**src/rtl/bcd_scan_counter.sv**
```systemverilog
// bcd_scan_counter
//   Multi-digit BCD up/down counter with a time-multiplexed digit scanner that
//   feeds a BCD-to-7-segment decoder one digit at a time.
//
//   Parameters
//     DIGITS   : number of BCD digits (1..8)
//     SCAN_DIV : clk cycles spent on each digit scan slot (>= 1)
//
//   Ports
//     clk        in   system clock, rising edge
//     rst_n      in   synchronous reset, active-low
//     en         in   count enable, one step per cycle
//     up         in   1 = increment, 0 = decrement
//     load       in   synchronous load of load_val (wins over en)
//     load_val   in   BCD load value, nibble 0 = least significant digit
//     lamp_test  in   (LAMP_TEST_EN only) active-high lamp test
//     count      out  registered BCD count
//     carry      out  one-cycle pulse on wrap in either direction
//     bcd_out    out  nibble of the scanned digit (decoder Entrada)
//     digit_sel  out  one-hot active-high select of the scanned digit
//     bi_out     out  active-low blanking (decoder BI), leading-zero suppression
//     lt_out     out  active-low lamp test (decoder LT)
//
//   Optional feature macro: LAMP_TEST_EN
//     Defined   : adds lamp_test; while high, lt_out=0, bi_out=1 and every digit
//                 is selected. Counting and scanning carry on underneath.
//     Undefined : no lamp_test port, lt_out is a constant 1.

module bcd_scan_counter #(
  parameter int DIGITS   = 4,
  parameter int SCAN_DIV = 1000
) (
  input  logic                  clk,
  input  logic                  rst_n,
  input  logic                  en,
  input  logic                  up,
  input  logic                  load,
  input  logic [4*DIGITS-1:0]   load_val,
`ifdef LAMP_TEST_EN
  input  logic                  lamp_test,
`endif
  output logic [4*DIGITS-1:0]   count,
  output logic                  carry,
  output logic [3:0]            bcd_out,
  output logic [DIGITS-1:0]     digit_sel,
  output logic                  bi_out,
  output logic                  lt_out
);

  localparam int PW = (SCAN_DIV > 1) ? $clog2(SCAN_DIV) : 1;
  localparam int IW = (DIGITS > 1) ? $clog2(DIGITS) : 1;
  localparam logic [PW-1:0] PRE_LAST = PW'(SCAN_DIV - 1);
  localparam logic [IW-1:0] IDX_LAST = IW'(DIGITS - 1);

  logic [4*DIGITS-1:0] count_reg;
  logic [4*DIGITS-1:0] count_next;
  logic [4*DIGITS-1:0] load_clean;
  logic                carry_reg;
  logic [PW-1:0]       pre_reg;
  logic [IW-1:0]       scan_idx_reg;
  logic [3:0]          bcd_reg;
  logic [DIGITS-1:0]   digit_sel_reg;
  logic                bi_reg;
  logic                lt_reg;

  logic [3:0]          digit_arr [DIGITS];
  // all_nine[i] / all_zero[i]: every digit below i is 9 / 0, i.e. digit i steps.
  logic [DIGITS:0]     all_nine;
  logic [DIGITS:0]     all_zero;
  // lead_zero[i]: digit i and every more-significant digit are 0.
  logic [DIGITS:0]     lead_zero;

  genvar gi;
  generate
    for (gi = 0; gi < DIGITS; gi++) begin : g_digit
      logic [3:0] cur;
      logic [3:0] ld;
      assign cur            = count_reg[4*gi +: 4];
      assign ld             = load_val[4*gi +: 4];
      assign digit_arr[gi]  = cur;
      // Non-BCD nibbles load as 0 so the count always stays valid BCD.
      assign load_clean[4*gi +: 4] = (ld > 4'd9) ? 4'd0 : ld;
      assign count_next[4*gi +: 4] =
          up ? (all_nine[gi] ? ((cur == 4'd9) ? 4'd0 : cur + 4'd1) : cur)
             : (all_zero[gi] ? ((cur == 4'd0) ? 4'd9 : cur - 4'd1) : cur);
    end
  endgenerate

  always_comb begin
    all_nine      = '0;
    all_zero      = '0;
    lead_zero     = '0;
    all_nine[0]   = 1'b1;
    all_zero[0]   = 1'b1;
    for (int i = 0; i < DIGITS; i++) begin
      all_nine[i+1] = all_nine[i] & (digit_arr[i] == 4'd9);
      all_zero[i+1] = all_zero[i] & (digit_arr[i] == 4'd0);
    end
    lead_zero[DIGITS] = 1'b1;
    for (int i = DIGITS - 1; i >= 0; i--) begin
      lead_zero[i] = lead_zero[i+1] & (digit_arr[i] == 4'd0);
    end
  end

  always_ff @(posedge clk) begin
    if (!rst_n) begin
      count_reg     <= '0;
      carry_reg     <= 1'b0;
      pre_reg       <= '0;
      scan_idx_reg  <= '0;
      bcd_reg       <= 4'd0;
      digit_sel_reg <= DIGITS'(1);
      bi_reg        <= 1'b1;
      lt_reg        <= 1'b1;
    end else begin
      if (load) begin
        count_reg <= load_clean;
        carry_reg <= 1'b0;
      end else if (en) begin
        count_reg <= count_next;
        carry_reg <= up ? all_nine[DIGITS] : all_zero[DIGITS];
      end else begin
        carry_reg <= 1'b0;
      end

      // Free-running prescaler; the scan index moves on its terminal count.
      if (pre_reg == PRE_LAST) begin
        pre_reg      <= '0;
        scan_idx_reg <= (scan_idx_reg == IDX_LAST) ? '0 : scan_idx_reg + IW'(1);
      end else begin
        pre_reg <= pre_reg + PW'(1);
      end

      // Scan outputs follow the current index/count with one cycle of latency.
      bcd_reg <= digit_arr[scan_idx_reg];
`ifdef LAMP_TEST_EN
      if (lamp_test) begin
        digit_sel_reg <= '1;
        bi_reg        <= 1'b1;
        lt_reg        <= 1'b0;
      end else begin
        digit_sel_reg <= DIGITS'(1) << scan_idx_reg;
        bi_reg        <= !((scan_idx_reg != '0) && lead_zero[scan_idx_reg]);
        lt_reg        <= 1'b1;
      end
`else
      digit_sel_reg <= DIGITS'(1) << scan_idx_reg;
      bi_reg        <= !((scan_idx_reg != '0) && lead_zero[scan_idx_reg]);
      lt_reg        <= 1'b1;
`endif
    end
  end

  assign count     = count_reg;
  assign carry     = carry_reg;
  assign bcd_out   = bcd_reg;
  assign digit_sel = digit_sel_reg;
  assign bi_out    = bi_reg;
`ifdef LAMP_TEST_EN
  assign lt_out    = lt_reg;
`else
  assign lt_out    = 1'b1;
`endif

endmodule

```
**config.mk**
```make
export PLATFORM = sky130hd
export DESIGN_NAME = bcd_scan_counter
export DESIGN_NICKNAME = d
export VERILOG_FILES = /design/src/rtl/bcd_scan_counter.sv
export SDC_FILE = /design/constraint.sdc
export NUM_CORES = 1
export LEC_CHECK = 0
export CAP_MARGIN = 25
export CORE_ASPECT_RATIO = 1.1
export CORE_MARGIN = 10
export CORE_UTILIZATION = 52
export DETAILED_ROUTE_END_ITERATION = 10
export GPL_TIMING_DRIVEN = 1
export PLACE_DENSITY = 0.8
export SLEW_MARGIN = 20
export SYNTH_ARGS = -nofsm -noshare
export SYNTH_HDL_FRONTEND = slang
export SYNTH_SLANG_ARGS = --single-unit
```
**constraint.sdc**
```tcl
create_clock -name clk -period 2.3 [get_ports clk]
set_input_delay 0.345 -clock clk [delete_from_list [all_inputs] [get_ports clk]]
set_output_delay 0.345 -clock clk [all_outputs]
set_load 0.005 [all_outputs]
```
==> flow_summary.json <==
{
  "end_kind": "flop",
  "dp.cells": 396,
  "stdcell_area_mm2": 0.00311,
  "whs_ps": 454,
  "yosys_most_used_dff": "dfxtp_1",
  "die_area_mm2": 0.00781,
  "io_buffers": 46,
  "cap_violations": 0,
  "setup_viol_count_final": 0,
  "internal_power_mw": 1.32,
  "syn-num-nets": 329,
  "cts_buffers": 5,
  "finalNonFillerCells": 404,
  "post_cts_buffers": 0,
  "antenna_found_initial": 0,
  "clk_path_buf_depth": 2,
  "overflow": 0,
  "clkTransAtPathRegs_ps": 80,
  "hold_viol": 0,
  "outcome": "completed",
  "async_flop_share_pct": 0,
  "crit_type": "input port to flop",
  "vias_per_cell": 6.11,
  "ys_top_cells_by_area": "dfxtp_1 31%, o21ai_0 4.9%, clkbuf_1 3.9%",
  "post_dp_cell_area_mm2": 0.00298,
  "p_seq_share_pct": 39.7,
  "yosys.cell_count.top_type": "dfxtp_1",
  "grt_usage_pct": 16.4,
  "power_leakage_nw": 1.18,
  "wl_per_cell_um": 16.1,
  "cts_resized": 0,
  "hold_path_depth": 1,
  "cts_max_level": 2,
  "crit_required_ps": 2520,
  "initial_core_util_pct": 52.9,
  "layout-drive-gt1-share_pct": 11.5,
  "synth_edf_count": 0,
  "pwr_density_cell_mw_per_mm2": 579,
  "netlist_area_mm2": 0.00243,
  "syn_avg_cell_area_um2": 7.96,
  "cp_max_fo": 6,
  "min_period_over_period_pct": 88.6,
  "combPwrFrac_pct": 22.1,
  "finalNetCount": 371,
  "reg2reg_setup_slack_ps": 320,
  "slew_violations": 0,
  "ys_types": 60,
  "max_freq_ghz": 0.491,
  "synthTopCellsByCount": "38 x dfxtp_1, 25 x clkbuf_1, 24 x nor2_1, 24 x o21ai_0, 19 x nand2_1",
  "r2r-end": "count[15]",
  "hpwl_mm": 4.73,
  "timing.rr.start": "count[10]",
  "seq_area_frac_synth_pct": 31.3,
  "largest_register_ffs": 16,
  "total_power_mw": 1.80,
  "dr.pass1.iters": 5,
  "grt_pass1_wl_mm": 11.0,
  "vias": 2467,
  "finalWirelength_mm": 6.51,
  "hold_buffers": 0,
  "synth_top_area_share_pct": 31.3,
  "drc": 0,
  "vdd_ir_drop_max_mv": 0.321,
  "coreArea_mm2": 0.00459,
  "cp-start-kind": "input port",
  "areaGrowthSynthToFinish_pct": 28.2,
  "pwr-share-clk_pct": 38.2,
  "gp_congestion": 0.906,
  "critPathArrivalTime_ps": 2260,
  "power_switching_mw": 0.484,
  "syn-instance-count": 305,
  "cts-root-buf": "clkbuf_8",
  "grt_pass1_vias": 2298,
  "ys_ff_latch": 38,
  "cts_tree": "done",
  "die_h_um": 91.7,
  "clock-sinks": 38,
  "finClkSkew_ps": 8.07,
  "ios": 48,
  "hold-path-endpoint": "pre_reg[0]",
  "r2r_cells": 5,
  "rows": 26,
  "drtIter0Drc": 241,
  "clock_latency_ps": 300,
  "antennaDiodeCount": 0,
  "yosys_warnings": 0,
  "hold_path_class": "flop to flop",
  "route.antenna.remaining_nets": 0,
  "grt_max_degree": 31,
  "rsz0062_at_grt": "false",
  "die_x_um": 85.2,
  "hold_start": "pre_reg[0]",
  "swShare_pct": 26.8,
  "fin_crit_ps": 2040,
  "synth.largest_area_cell": "dfxtp_1"
}
-- critical path: stages --
cell and delay (ps):
clkdlybuf4s50_1 460, or3_4 360, or4_4 500, a21oi_4 250, xnor2_1 120, a211oi_2 210
-- power by group through the flow --
stage / clock (mW) / sequential (mW) / combinational (mW)
global route: 0.725 / 0.721 / 0.436
global placement: 0 / 0.730 / 0.385
finish: 0.688 / 0.716 / 0.398
floorplan: 0 / 0.723 / 0.237
CTS: 0.694 / 0.715 / 0.396
detailed placement: 0 / 0.731 / 0.391
-- per-layer routing --
layer,track usage [%],wire [um],part of all wire [%]
met2,25.8,3090,47
met1,20.2,2770,42
met5,0,0,0
met4,6.87,116,1.8
met3,5.13,543,8.3
-- layout by cell type (no fill, tap or decap), types with 7 or more instances in the layout --
cell	instances
o21ai_0	24
inv_1	13
and2_1	8
nor3_1	7
nand3_1	11
buf_4	19
clkdlybuf4s50_1	46
dfxtp_1	38
a21oi_1	16
nand4_1	7
and3_1	8
xor2_1	7
nand2_1	19
nor2_1	24
-- final cells by class --
type / instances / area, um^2
Inverter: 13 / 48.8
Clock buffer: 5 / 68.8
Timing Repair Buffer: 65 / 603
Fill cell: 360 / 1470
Clock inverter: 3 / 68.8
Multi-Input combinational cell: 224 / 1490
Sequential cell: 38 / 761
Tap cell: 56 / 70.1
-- per-stage QoR --
stage | setup TNS (ps) | setup slack [ps] | utilization (%)
3_5_place_dp | -28.9 | -28.9 | 64.9
6_report | 0 | 262 | 67.9
2_1_floorplan | 0 | 402 | -
5_1_grt | 0 | 153 | 67.9
4_1_cts | 0 | 276 | 67.9
3_3_place_gp | 0 | 28.3 | 64.9
-- worst max path at each step --
stage,from,endpoint,slack (ps),depth (start not counted)
2_1_floorplan,up,count[6],400,6
3_3_place_gp,up,count[8],30,6
3_5_place_dp,up,count[8],-30,6
4_1_cts,up,count[8],280,6
5_1_grt,up,count[15],150,7
6_report,up,count[8],260,6
-- kinds of logic (layout without fill, tap and decap cells) --
logic type                 Yosys count  count (layout)  share of synthesized area [%]
xor gates and xnor gates            13              13                           4.69
DFF                                 38              38                           31.3
adders and majority gates            3               3                           1.55
other                                1               1                          0.154
buffers and inverters               43              86                           7.21
and+or+nand+nor                    118             118                           27.1
AOI/OAI and AO/OA                   83              83                           23.4
muxes                                6               6                           4.53
(Power assumes the default switching activity.)
